**src/rtl/gate_sweep_tester.sv**
```systemverilog
// Exhaustive gate tester: steps X through every input combination, holds each vector
// for SETTLE cycles plus one sample cycle, captures Y into RESP and compares against GOLDEN.
module gate_sweep_tester #(
    parameter int                      N_IN   = 4,
    parameter int                      SETTLE = 2,
    parameter logic [(1<<N_IN)-1:0]    GOLDEN = 16'h8000
) (
    input  logic                   CLK,
    input  logic                   RST,
    input  logic                   START,
    input  logic                   Y,
    output logic [N_IN-1:0]        X,
    output logic                   BUSY,
    output logic                   DONE,
    output logic                   PASS,
    output logic [(1<<N_IN)-1:0]   RESP
);

    localparam int NV = 1 << N_IN;
    localparam int CW = (SETTLE > 1) ? $clog2(SETTLE) : 1;
    localparam logic [N_IN:0] V_LAST = (N_IN+1)'(NV - 1);

    localparam logic [1:0] ST_IDLE   = 2'd0;
    localparam logic [1:0] ST_SETTLE = 2'd1;
    localparam logic [1:0] ST_SAMPLE = 2'd2;

    logic [1:0]      state_q, state_d;
    logic [N_IN:0]   v_q, v_d;
    logic [CW-1:0]   cnt_q, cnt_d;
    logic [N_IN-1:0] x_q, x_d;
    logic            busy_q, busy_d;
    logic            done_q, done_d;
    logic            pass_q, pass_d;
    logic [NV-1:0]   resp_q, resp_d;

    always_comb begin
        state_d = state_q;
        v_d     = v_q;
        cnt_d   = cnt_q;
        x_d     = x_q;
        busy_d  = busy_q;
        done_d  = done_q;
        pass_d  = pass_q;
        resp_d  = resp_q;
        case (state_q)
            ST_IDLE: begin
                x_d = '0;
                if (START) begin
                    state_d = ST_SETTLE;
                    v_d     = '0;
                    cnt_d   = '0;
                    resp_d  = '0;
                    done_d  = 1'b0;
                    pass_d  = 1'b0;
                    busy_d  = 1'b1;
                end
            end
            ST_SETTLE: begin
                if (cnt_q == CW'(SETTLE - 1)) begin
                    state_d = ST_SAMPLE;
                end else begin
                    cnt_d = cnt_q + CW'(1);
                end
            end
            ST_SAMPLE: begin
                resp_d[v_q[N_IN-1:0]] = Y;
                // PASS must see the bit captured on this same edge, hence resp_d.
                if (v_q == V_LAST) begin
                    state_d = ST_IDLE;
                    x_d     = '0;
                    busy_d  = 1'b0;
                    done_d  = 1'b1;
                    pass_d  = (resp_d == GOLDEN);
                end else begin
                    state_d = ST_SETTLE;
                    v_d     = v_q + (N_IN+1)'(1);
                    x_d     = v_q[N_IN-1:0] + N_IN'(1);
                    cnt_d   = '0;
                end
            end
            default: state_d = ST_IDLE;
        endcase
    end

    always_ff @(posedge CLK or posedge RST) begin
        if (RST) begin
            state_q <= ST_IDLE;
            v_q     <= '0;
            cnt_q   <= '0;
            x_q     <= '0;
            busy_q  <= 1'b0;
            done_q  <= 1'b0;
            pass_q  <= 1'b0;
            resp_q  <= '0;
        end else begin
            state_q <= state_d;
            v_q     <= v_d;
            cnt_q   <= cnt_d;
            x_q     <= x_d;
            busy_q  <= busy_d;
            done_q  <= done_d;
            pass_q  <= pass_d;
            resp_q  <= resp_d;
        end
    end

    assign X    = x_q;
    assign BUSY = busy_q;
    assign DONE = done_q;
    assign PASS = pass_q;
    assign RESP = resp_q;

endmodule

```
**config.mk**
```make
export PLATFORM = sky130hd
export DESIGN_NAME = gate_sweep_tester
export DESIGN_NICKNAME = d
export VERILOG_FILES = /design/src/rtl/gate_sweep_tester.sv
export SDC_FILE = /design/constraint.sdc
export NUM_CORES = 1
export LEC_CHECK = 0
export CORE_MARGIN = 2
export CORE_UTILIZATION = 40
export CTS_CLUSTER_SIZE = 12
export DETAILED_ROUTE_END_ITERATION = 7
export PLACE_DENSITY = 0.59
export SYNTH_ARGS = -nofsm -noshare
export SYNTH_HDL_FRONTEND = slang
export SYNTH_SLANG_ARGS = --single-unit
```
**constraint.sdc**
```tcl
create_clock -name CLK -period 3.04 [get_ports CLK]
set_input_delay 0.76 -clock CLK [delete_from_list [all_inputs] [get_ports CLK]]
set_output_delay 0.76 -clock CLK [all_outputs]
set_load 0.05 [all_outputs]
```
; After elaboration in Yosys (flattened, before gate mapping)
; Cells that the tools add are included.
[totals]
inputBits = 4
ff_bits = 31
output_inout_bits = 23
word_cells = 55
[classes]
mux = 25
magnitude_cmp = 2
reduce_logical = 9
n_eq_ne = 8
add_sub_neg = 3
[ops]
columns = operator, n
row1 = $pmux 16 s2, 1
row2 = $bwmux 16, 1
row3 = $eq 16x16->1 const B, 1
row4 = $mux 16, 1
row5 = $mux 5, 2
row6 = $pmux 5 s2, 1
row7 = $mux 1, 9
row8 = $reduce_and 3->1, 3
row9 = $ne 2x2->1 const B, 4
row10 = $pmux 4 s2, 1
row11 = $pmux 1 s2, 3
row12 = $pmux 2 s3, 1
row13 = $add 5x1->5 const B, 1
row14 = $eq 5x4->1 const B, 1
row15 = $lt 4x5->1 const B, 1
row16 = $add 4x1->4 const B, 1
row17 = $demux 1 s4, 1
row18 = $ge 4x1->1 const B, 1
row19 = $mux 2, 2
row20 = $mux 4, 1
row21 = $reduce_and 2->1, 2
row22 = $pmux 1 s3, 1
row23 = $reduce_bool 3->1, 1
row24 = $eq 2x1->1 const B, 1
row25 = other kinds (5), 5

; Longest topological paths before layout
; Gate-level depths: netlist of run 1.
[depth]
depth_word = 8
mapped_depth = 8
mapped_depth_nobuf = 7

; Least setup slack after synthesis of run 1
; OpenSTA, ideal clock, no wires.
[synth_timing]
path_type = reg-to-reg
startpoint = register v_q[0]
endpoint = register pass_q (netlist: PASS)
n_path_buf = 0
arrival_time_ns = 1.856
path_slack_ns = 1.092
synth_period_minus_slack_ns = 1.948
setup_ns = 0.092
path_stages_with_launch = 8
required_time_ns = 2.948
cell_sequence = dfrtp_1 -> inv_1 -> ha_1 -> nor3b_1 -> mux2i_1 -> nand4_1 -> or3_1 -> o31ai_2
[synth_between]
elab_chain_cells = 8
elab_cells_between_ends = 12
classes_between = 2 x order compare / 3 x eq/ne / 5 x mux / 2 x reduce/logical
[synth_rtl]
columns = item, line_no
row1 = start: declaration, 28  ; logic [N_IN:0] v_q, v_d;
row2 = start signal: assignment, 97  ; v_q <= v_d;
row3 = $lt 4x5->1 (implied by the code) / $ge 4x1->1 (equally long branches), 66  ; resp_d[v_q[N_IN-1:0]] = Y;
row4 = $logic_and 1x1->1 (implied by the code), 66
row5 = $mux 1 (implied by the code), 66
row6 = $demux 1 s4, 66
row7 = $bwmux 16, 66
row8 = $eq 16x16->1, 73  ; pass_d = (resp_d == GOLDEN);
row9 = $mux 1, 68  ; if (v_q == V_LAST) begin
row10 = $pmux 1 s2, 45  ; case (state_q)
row11 = end signal: assignment, 102  ; pass_q <= pass_d;
row12 = end: declaration, 33  ; logic pass_q, pass_d;
; Several ways; a longest one is shown, not always the timed one. The select of a mux whose other input is x is not followed.
; A chain may end at the register's enable or synchronous reset.

; Worst setup path after layout of run 1
[layout_timing]
startpoint = input port Y
endpoint = register pass_q (netlist: PASS)
[layout_between]
elab_chain_cells = 4
[layout_rtl]
columns = item, line_no
row1 = start: declaration, 11  ; input logic Y,
row2 = $bwmux 16, 66
row3 = $eq 16x16->1, 73
row4 = $mux 1, 68
row5 = $pmux 1 s2, 45
; Every way passes these cells. The select of a mux whose other input is x is not followed.

==> impl_metrics.csv, run 1 <==
group,metric,value,unit
synthesis,ys_types,39,
finish,finalNetCount,231,
grt,grt_pass1_vias,1481,
detailed_routing,drtIter0Drc,176,
finish,syn2layout_area_growth,21.0,%
hold_path,min_path_cells,2,
flow_run,max_cap_viol_count,0,
hold_path,hp-start,"X[0]$_DFFE_PP0P_",
synthesis,syn_area,1770,µm²
power_and_ir_drop,combPwrFrac,0.412,
detailed_routing,wl_met2,1830,µm
sta,fmax,425,MHz
placed_design,dp_hpwl,2830,µm
setup_path,critPathRequiredTime,3230,ps
clocking,post_cts.repair.setup_buffers,0,
detailed_routing,vias,1503,
power_and_ir_drop,p_switching,746,µW
power_and_ir_drop,power_frac_clock,0.211,
setup_path,critPathKind,"in -> reg",
setup_path,rrSetupSlack,760,ps
clocking,path_clk_slew,70,ps
sta,max_slew.worst_pin.slew,651,ps
floorplan,fp.dieW,70.5,µm
floorplan,core_area,4290,µm²
floorplan,start_util,0.412,
grt,grt_pass1_wl,7250,µm
clocking,worstSkewPairLatency,280,ps
sta,fin_tns_setup,0,ps
setup_path,crit_arrival,2550,ps
clocking,cts_resized,0,
clocking,cts_hold_buf,0,
power_and_ir_drop,switching_share,0.440,
setup_path,startpoint_type,"primary input",
synthesis,syn_inst,199,
grt,grt_max_degree,32,
setup_path,path_max_fanout,15,
power_and_ir_drop,seq_power_share,0.377,
detailed_routing,viasPerCell,5.49,
sta,period_minus_slack,2350,ps
detailed_routing,ant_nets,0,
detailed_routing,routed-wl-met3,197,µm
sta,rsz0062_at_grt,"false",
power_and_ir_drop,p_leak,0.000930,µW
sta,fin_skew,7.50,ps
setup_path,worstSetupStartpoint,"Y",
clocking,max-clock-path-buffers,2,
setup_path,cp-end-kind,"flip-flop",
grt,grt_overflow,0,
sta,max_slew_margin,0.566,
floorplan,die-area,4970,µm²
run_status,status,"completed",
floorplan,num_io_pins,27,
power_and_ir_drop,internal_power,950,µW
setup_path,r2r-end,"PASS$_DFFE_PP0P_",
synthesis,ys_seq_area_frac,0.438,
synthesis,synthArstFlopShare,1.00,
setup_path,reg2reg_depth,7,
detailed_routing,wl,4040,µm
sta,finalCritPeriodShare,0.774,
finish,layout_commonest_cell,"o21ai_0",
placed_design,globalplace.congestion,0.827,
detailed_routing,first_pass_iters,4,
grt,track_usage,0.183,
finish,finalInstanceArea,2140,µm²
synthesis,ys.flop_type,"dfrtp_1",
hold_path,hold_path_end,"X[0]$_DFFE_PP0P_",
sta,setup_violations,0,
power_and_ir_drop,vdd_drop_max,0.412,mV
synthesis,synth-edff-count,0,
finish,final_cell_mix,"o21ai_0, dfrtp_1, nand2_1, clkdlybuf4s50_1, inv_1",
finish,drive_gt1_frac,0.0495,
placed_design,dpl_cell_area,2040,µm²
finish,fillers,415,
grt,antenna_found_initial,0,
detailed_routing,routedLengthMet1,1940,µm
sta,slew_violations,0,
placed_design,portBuffers,26,
clocking,clock_sinks,31,
finish,diodes,0,
sta,timing.final.hold_violations,0,
synthesis,synth_seq_cells,31,
clocking,cts_tree,"done",
detailed_routing,drc_errors,0,
power_and_ir_drop,powerDensity,792,nW/µm²
setup_path,rr_startpoint,"v_q[1]$_DFFE_PP0P_",
clocking,h-tree-depth,2,
clocking,cts_inserted_buffers,5,
detailed_routing,post_drt_wl_per_cell,14.8,µm
detailed_routing,top_layer_used,"met4",
floorplan,die_y,70.5,µm
hold_path,hold_class,"reg -> reg",
synthesis,syn_nets,209,
clocking,root_buffer,"clkbuf_8",
synthesis,syn_area_per_cell,8.90,µm²
floorplan,fp-row-count,24,
synthesis,yosys_warnings,0,
==> cells in the mapped netlist (2+ instances only) <==
library cell / instances / area share
nor2b_1: 3 / 0.011
o21ai_0: 32 / 0.090
dfrtp_1: 31 / 0.44
o21ai_1: 5 / 0.014
buf_6: 2 / 0.013
nand2_1: 26 / 0.055
clkbuf_1: 8 / 0.017
a22o_1: 3 / 0.015
o22ai_1: 2 / 0.0071
nand4_1: 3 / 0.011
nor2_1: 6 / 0.013
ha_1: 6 / 0.042
inv_1: 15 / 0.032
nand3b_1: 5 / 0.021
nand3_1: 5 / 0.014
nor3b_1: 4 / 0.017
a21oi_1: 9 / 0.025
mux2i_1: 13 / 0.073
==> layout make-up <==
| cell class | instances | area [µm²] | share of cell area |
|---|---|---|---|
| clock buffer | 8 | 100 | 0.0467 |
| timing repair buffer | 28 | 275 | 0.129 |
| sequential | 31 | 776 | 0.362 |
| inverter | 15 | 56.3 | 0.0263 |
| multi-input combinational | 140 | 870 | 0.406 |
| tap | 52 | 65.1 | 0.0304 |
==> kinds of logic after synthesis <==
kind of cell	synth area share
xor gates and xnor gates	0.00990
buffers and inverters	0.0707
and+or+nand+nor	0.165
adders and majority gates	0.0424
AOI/OAI and AO/OA	0.200
muxes	0.0735
DFF	0.438
==> worst max-delay path by stage <==
stage,endpoint,slack [ps],cells after the start
6_report,PASS$_DFFE_PP0P_,690,6
4_1_cts,PASS$_DFFE_PP0P_,710,6
5_1_grt,PASS$_DFFE_PP0P_,540,7
3_3_place_gp,PASS$_DFFE_PP0P_,450,6
3_5_place_dp,PASS$_DFFE_PP0P_,400,6
2_1_floorplan,PASS$_DFFE_PP0P_,1090,7
==> critical path, stage by stage <==
cell             delay, ps
clkdlybuf4s50_1        780
inv_1                  180
mux2i_1                160
nand4_1                 90
or3_1                  390
o31ai_2                180
==> routing by layer <==
metal  up-vias  GRT usage
li1        741          -
met1       718      0.250
met2        37      0.281
met3         7     0.0484
met4         0     0.0734
met5         -          0
==> flip-flops by register name (all words and copies together), names as in the netlist <==
signal   count
PASS         1
v_q          5
state_q      2
DONE         1
RESP        16
BUSY         1
cnt_q        1
X            4
==> metrics by stage <==
stage | instances | util | hold WS (ps) | total power (µW) | setup WS [ps]
6_report | 274 | 0.499 | 489 | 1700 | 688
3_3_place_gp | 266 | 0.476 | 473 | 1320 | 454
2_1_floorplan | 199 | - | 496 | 1150 | 1090
3_5_place_dp | 266 | 0.476 | 478 | 1340 | 403
5_1_grt | 274 | 0.499 | 538 | 1820 | 537
4_1_cts | 274 | 0.499 | 500 | 1710 | 706
==> power by group through the flow <==
stage,registers [µW],logic [µW],clock network (µW)
2_1_floorplan,683,471,0
3_3_place_gp,636,688,0
3_5_place_dp,642,699,0
4_1_cts,634,703,372
5_1_grt,659,775,385
6_report,639,699,357
Power figures use the tool's default switching activity.
==> run 2: changes to the inputs <==
--- a/config.mk
+++ b/config.mk
@@ -9,7 +9,7 @@
 export CORE_UTILIZATION = 40
 export CTS_CLUSTER_SIZE = 12
 export DETAILED_ROUTE_END_ITERATION = 7
-export PLACE_DENSITY = 0.59
+export PLACE_DENSITY = 0.61
 export SYNTH_ARGS = -nofsm -noshare
 export SYNTH_HDL_FRONTEND = slang
 export SYNTH_SLANG_ARGS = --single-unit
==> constraint.sdc (replaced) <==
create_clock -name CLK -period 1.98 [get_ports CLK]
set_input_delay 0.495 -clock CLK [delete_from_list [all_inputs] [get_ports CLK]]
set_output_delay 0.495 -clock CLK [all_outputs]
set_load 0.05 [all_outputs]
==> impl_metrics.csv, run 2 (synthesis gave the netlist of run 1 again) <==
group,metric,value,unit
power_and_ir_drop,p_switching,1190,µW
grt,grt_max_degree,32,
floorplan,core_area,4290,µm²
floorplan,start_util,0.412,
power_and_ir_drop,switching_share,0.433,
grt,antenna_found_initial,0,
clocking,worstSkewPairLatency,280,ps
detailed_routing,first_pass_iters,4,
finish,finalNetCount,251,
power_and_ir_drop,powerDensity,1220,nW/µm²
setup_path,crit_slowest_cell,"dfrtp_1",
setup_path,startpoint_type,"flip-flop",
sta,fin_ws,50.6,ps
power_and_ir_drop,finalPower,2750,µW
floorplan,fp-row-count,24,
clocking,cts_inserted_buffers,5,
grt,track_usage,0.187,
detailed_routing,drc_errors,0,
floorplan,num_io_pins,27,
placed_design,portBuffers,26,
flow_run,max_cap_viol_count,0,
power_and_ir_drop,vdd_drop_max,0.629,mV
detailed_routing,viasPerCell,5.33,
finish,diodes,0,
sta,period_minus_slack,1930,ps
clocking,clock_sinks,31,
sta,fin_tns_setup,0,ps
sta,finalCritPeriodShare,0.974,
setup_path,crit_chain,"inv_2 > buf_4 > ha_2 > nand3b_1 > mux2i_1 > nand4_1 > or3_1 > o31ai_2",
setup_path,path_buf_inv,2,
power_and_ir_drop,p_leak,0.00106,µW
sta,fmax,518,MHz
run_status,status,"completed",
clocking,cts_hold_buf,0,
hold_path,hold_class,"reg -> reg",
clocking,h-tree-depth,2,
setup_path,crit_arrival,2130,ps
placed_design,globalplace.congestion,0.797,
setup_path,cp-end-kind,"flip-flop",
finish,final_cell_mix,"buf_4, o21ai_0, dfrtp_1",
finish,fillers,388,
setup_path,slowest_delay,410,ps
placed_design,dp_hpwl,2930,µm
power_and_ir_drop,seq_power_share,0.336,
sta,setup_violations,0,
placed_design,pre_cts_ws,-65.8,ps
sta,slew_violations,0,
sta,max_slew.worst_pin.slew,524,ps
detailed_routing,ant_nets,0,
finish,syn2layout_area_growth,27.5,%
floorplan,die-area,4970,µm²
power_and_ir_drop,combPwrFrac,0.500,
detailed_routing,vias,1557,
power_and_ir_drop,power_frac_clock,0.164,
setup_path,crit_family,"simple AND/OR/NAND/NOR gates",
detailed_routing,post_drt_wl_per_cell,14.2,µm
detailed_routing,drtIter0Drc,111,
clocking,cts_tree,"done",
clocking,path_clk_slew,60,ps
setup_path,critPathKind,"reg -> reg",
placed_design,dp_cells,281,
floorplan,fp.dieW,70.5,µm
sta,timing.final.hold_violations,0,
finish,largest_reg_flops,16,
grt,grt_pass1_vias,1545,
detailed_routing,wl,4150,µm
sta,rsz0062_at_grt,"true",
power_and_ir_drop,internal_power,1560,µW
setup_path,path_max_fanout,4,
grt,grt_overflow,0,
sta,fin_skew,3.71,ps
finish,layout_commonest_cell,"buf_4",
clocking,root_buffer,"clkbuf_8",
floorplan,die_y,70.5,µm
clocking,max-clock-path-buffers,2,
finish,layoutNonFillerInstCount,292,
sta,max_slew_margin,0.651,
setup_path,critPathRequiredTime,2180,ps
finish,drive_gt1_frac,0.271,
grt,grt_pass1_wl,7330,µm
run 2: changes by cell type in the layout (fill, tap and decap cells not counted), sizes merged:
cell,delta
buf,+43
clkbuf,-2
clkdlybuf4s50,-23
run 2: area by class of cell:
class | instances | area [µm²] | area share
Multi-Input combinational cell | 140 | 916 | 0.406
Timing Repair Buffer | 48 | 368 | 0.163
Clock buffer | 6 | 72.6 | 0.0322
Tap cell | 52 | 65.1 | 0.0288
Sequential cell | 31 | 779 | 0.345
Inverter | 15 | 56.3 | 0.0249
run 2: routing by layer:
metal,vias up,GRT usage,routed length (µm)
met4,0,0.0881,95
met5,-,0,0
met2,33,0.289,1940
met1,738,0.252,1950
li1,777,-,-
met3,9,0.0385,164
run 2: tightest hold or removal path: cells and delay by family, from the launching register on:
family           cells  cell delay [ps]
AND/OR/NAND/NOR      1               50
AO/OA/AOI/OAI        1               60
flip-flops           1              340
run 2: stage by stage:
stage | cell area [µm²] | utilization | hold WS (ps)
global route | 2260 | 0.526 | 527
floorplan | 1770 | - | 496
global placement | 2100 | 0.488 | 477
finish | 2260 | 0.526 | 494
CTS | 2190 | 0.509 | 493
detailed placement | 2100 | 0.488 | 478
run 2: final timing paths:
kind / startpoint / end / slack, ps / cells past startpoint
worst min-delay path: X[2]$_DFFE_PP0P_ / X[2]$_DFFE_PP0P_ / 490 / 2
min in group asynchronous: RST / PASS$_DFFE_PP0P_ / 590 / 3
worst max-delay path: v_q[0]$_DFFE_PP0P_ / PASS$_DFFE_PP0P_ / 50 / 8
max in group asynchronous: RST / v_q[1]$_DFFE_PP0P_ / 1070 / 3
worst max register to register: v_q[0]$_DFFE_PP0P_ / PASS$_DFFE_PP0P_ / 50 / 8
worst min register to register: X[2]$_DFFE_PP0P_ / X[2]$_DFFE_PP0P_ / 490 / 2
run 2: timing repair:
item,in CTS,in global routing
pin swaps,0,3
gates cloned,0,0
gates resized for setup,4,12
buffers inserted,0,5
endpoints found under the setup margin,1,3
run 2: power by group through the flow:
stage	clock network [µW]	registers, µW	logic (µW)
CTS	467	905	1290
floorplan	0	1050	724
global route	491	948	1530
global placement	0	910	1270
detailed placement	0	908	1280
finish	451	924	1380
==> run 3: changes to the inputs <==
--- a/config.mk
+++ b/config.mk
@@ -7,9 +7,10 @@
 export LEC_CHECK = 0
 export CORE_MARGIN = 2
 export CORE_UTILIZATION = 40
-export CTS_CLUSTER_SIZE = 12
+export CTS_CLUSTER_SIZE = 30
 export DETAILED_ROUTE_END_ITERATION = 7
 export PLACE_DENSITY = 0.61
+export RECOVER_POWER = 100
 export SYNTH_ARGS = -nofsm -noshare
 export SYNTH_HDL_FRONTEND = slang
 export SYNTH_SLANG_ARGS = --single-unit
==> impl_metrics.csv, run 3 (synthesis gave the netlist of run 1 again) <==
group,metric,value,unit
run_status,status,"completed",
sta,finalCritPeriodShare,0.974,
grt,grt_overflow,0,
detailed_routing,drtIter0Drc,122,
floorplan,die_y,70.5,µm
setup_path,path_max_fanout,4,
power_and_ir_drop,vdd_drop_max,0.595,mV
finish,largest_reg_flops,16,
finish,syn2layout_area_growth,22.3,%
placed_design,dpl_cell_area,2100,µm²
setup_path,critPathKind,"reg -> reg",
detailed_routing,vias,1558,
detailed_routing,routed-wl-met3,180,µm
detailed_routing,ant_nets,0,
detailed_routing,first_pass_iters,6,
floorplan,start_util,0.412,
floorplan,die-area,4970,µm²
clocking,path_clk_slew,60,ps
grt,grt_pass1_wl,7330,µm
sta,max_slew_margin,0.478,
sta,fmax,519,MHz
setup_path,crit_arrival,2120,ps
sta,rsz0062_at_grt,"true",
finish,post-route-util,0.504,
finish,final_cell_mix,"o21ai_0, dfrtp_1, nand2_1",
detailed_routing,top_layer_used,"met4",
sta,max_slew.worst_pin.slew,784,ps
detailed_routing,viasPerCell,5.34,
grt,grt_pass1_vias,1545,
detailed_routing,wl,4130,µm
finish,drive_gt1_frac,0.171,
flow_run,max_cap_viol_count,0,
floorplan,fp.dieW,70.5,µm
finish,finalNetCount,251,
clocking,cts_inserted_buffers,5,
setup_path,startpoint_type,"flip-flop",
placed_design,dp_hpwl,2930,µm
sta,fin_skew,3.29,ps
detailed_routing,drc_errors,0,
clocking,root_buffer,"clkbuf_8",
sta,setup_violations,0,
floorplan,fp-row-count,24,
setup_path,critPathRequiredTime,2180,ps
detailed_routing,post_drt_wl_per_cell,14.2,µm
finish,fillers,417,
power_and_ir_drop,p_leak,0.000964,µW
floorplan,core_area,4290,µm²
placed_design,portBuffers,26,
clocking,worstSkewPairLatency,280,ps
clocking,clock_sinks,31,
grt,antenna_found_initial,0,
finish,finalInstanceArea,2160,µm²
setup_path,cp-end-kind,"flip-flop",
detailed_routing,routedLengthMet1,1940,µm
hold_path,hold_class,"reg -> reg",
placed_design,globalplace.congestion,0.797,
finish,layout_commonest_cell,"o21ai_0",
sta,slew_violations,0,
grt,track_usage,0.187,
detailed_routing,wl_met2,1920,µm
clocking,h-tree-depth,2,
finish,layoutNonFillerInstCount,292,
clocking,max-clock-path-buffers,2,
placed_design,dp_cells,281,
sta,period_minus_slack,1930,ps
finish,diodes,0,
clocking,cts_hold_buf,0,
floorplan,num_io_pins,27,
clocking,cts_tree,"done",
sta,timing.final.hold_violations,0,
grt,grt_max_degree,32,
power_and_ir_drop,powerDensity,1240,nW/µm²
-- run 3: worst paths after layout --
| kind | cells past startpoint | slack (ps) | to | start |
|---|---|---|---|---|
| min in group asynchronous | 3 | 880 | PASS$_DFFE_PP0P_ | RST |
| max reg2reg | 8 | 50 | PASS$_DFFE_PP0P_ | v_q[0]$_DFFE_PP0P_ |
| min reg2reg | 2 | 490 | X[2]$_DFFE_PP0P_ | X[2]$_DFFE_PP0P_ |
| min | 2 | 490 | X[2]$_DFFE_PP0P_ | X[2]$_DFFE_PP0P_ |
| max | 8 | 50 | PASS$_DFFE_PP0P_ | v_q[0]$_DFFE_PP0P_ |
| max in group asynchronous | 3 | 560 | v_q[1]$_DFFE_PP0P_ | RST |
-- run 3: power by group --
| group | total [µW] | internal, µW | leakage, µW | switching, µW |
|---|---|---|---|---|
| Combinational | 1320 | 510 | 0.000512 | 809 |
| Clock | 448 | 234 | 0.0000371 | 215 |
| Sequential | 920 | 756 | 0.000414 | 164 |
| Total | 2690 | 1500 | 0.000964 | 1190 |
-- run 3: per-stage QoR --
step                      hold slack, ps  setup TNS, ps  power [µW]  worst slack, ps
after floorplan                      496              0        1770             32.0
after global placement               477          -25.2        2180            -25.2
after detailed placement             478          -65.8        2180            -65.8
after CTS                            493              0        2660             17.3
after global routing                 523           -104        2910             -104
final                                493              0        2690             51.5
-- run 3: area by class of cell --
| type | instances | area, µm² | share of cell area |
|---|---|---|---|
| multi-input cells | 140 | 916 | 0.423 |
| flip-flops and latches | 31 | 779 | 0.360 |
| repair buffers | 48 | 275 | 0.127 |
| clock buffers | 6 | 72.6 | 0.0335 |
| well taps | 52 | 65.1 | 0.0301 |
| inverters | 15 | 56.3 | 0.0260 |
-- run 3: critical path, stage by stage, from the launching register on --
cell and delay, ps:
dfrtp_1 410, inv_2 80, buf_4 140, ha_2 170, nand3b_1 100, mux2i_1 240
nand4_1 130, or3_1 400, o31ai_2 170
-- run 3: layer usage --
metal | up-vias | track usage
met2 | 42 | 0.289
li1 | 777 | -
met4 | 0 | 0.0881
met5 | - | 0
met3 | 9 | 0.0385
met1 | 730 | 0.252
-- run 3: repair_timing --
| item | CTS | global route |
|---|---|---|
| gates resized for setup | 4 | 12 |
| cloned | 0 | 0 |
| setup buffers | 0 | 5 |
| endpoints found under the setup margin | 1 | 3 |
| pin swaps | 0 | 3 |
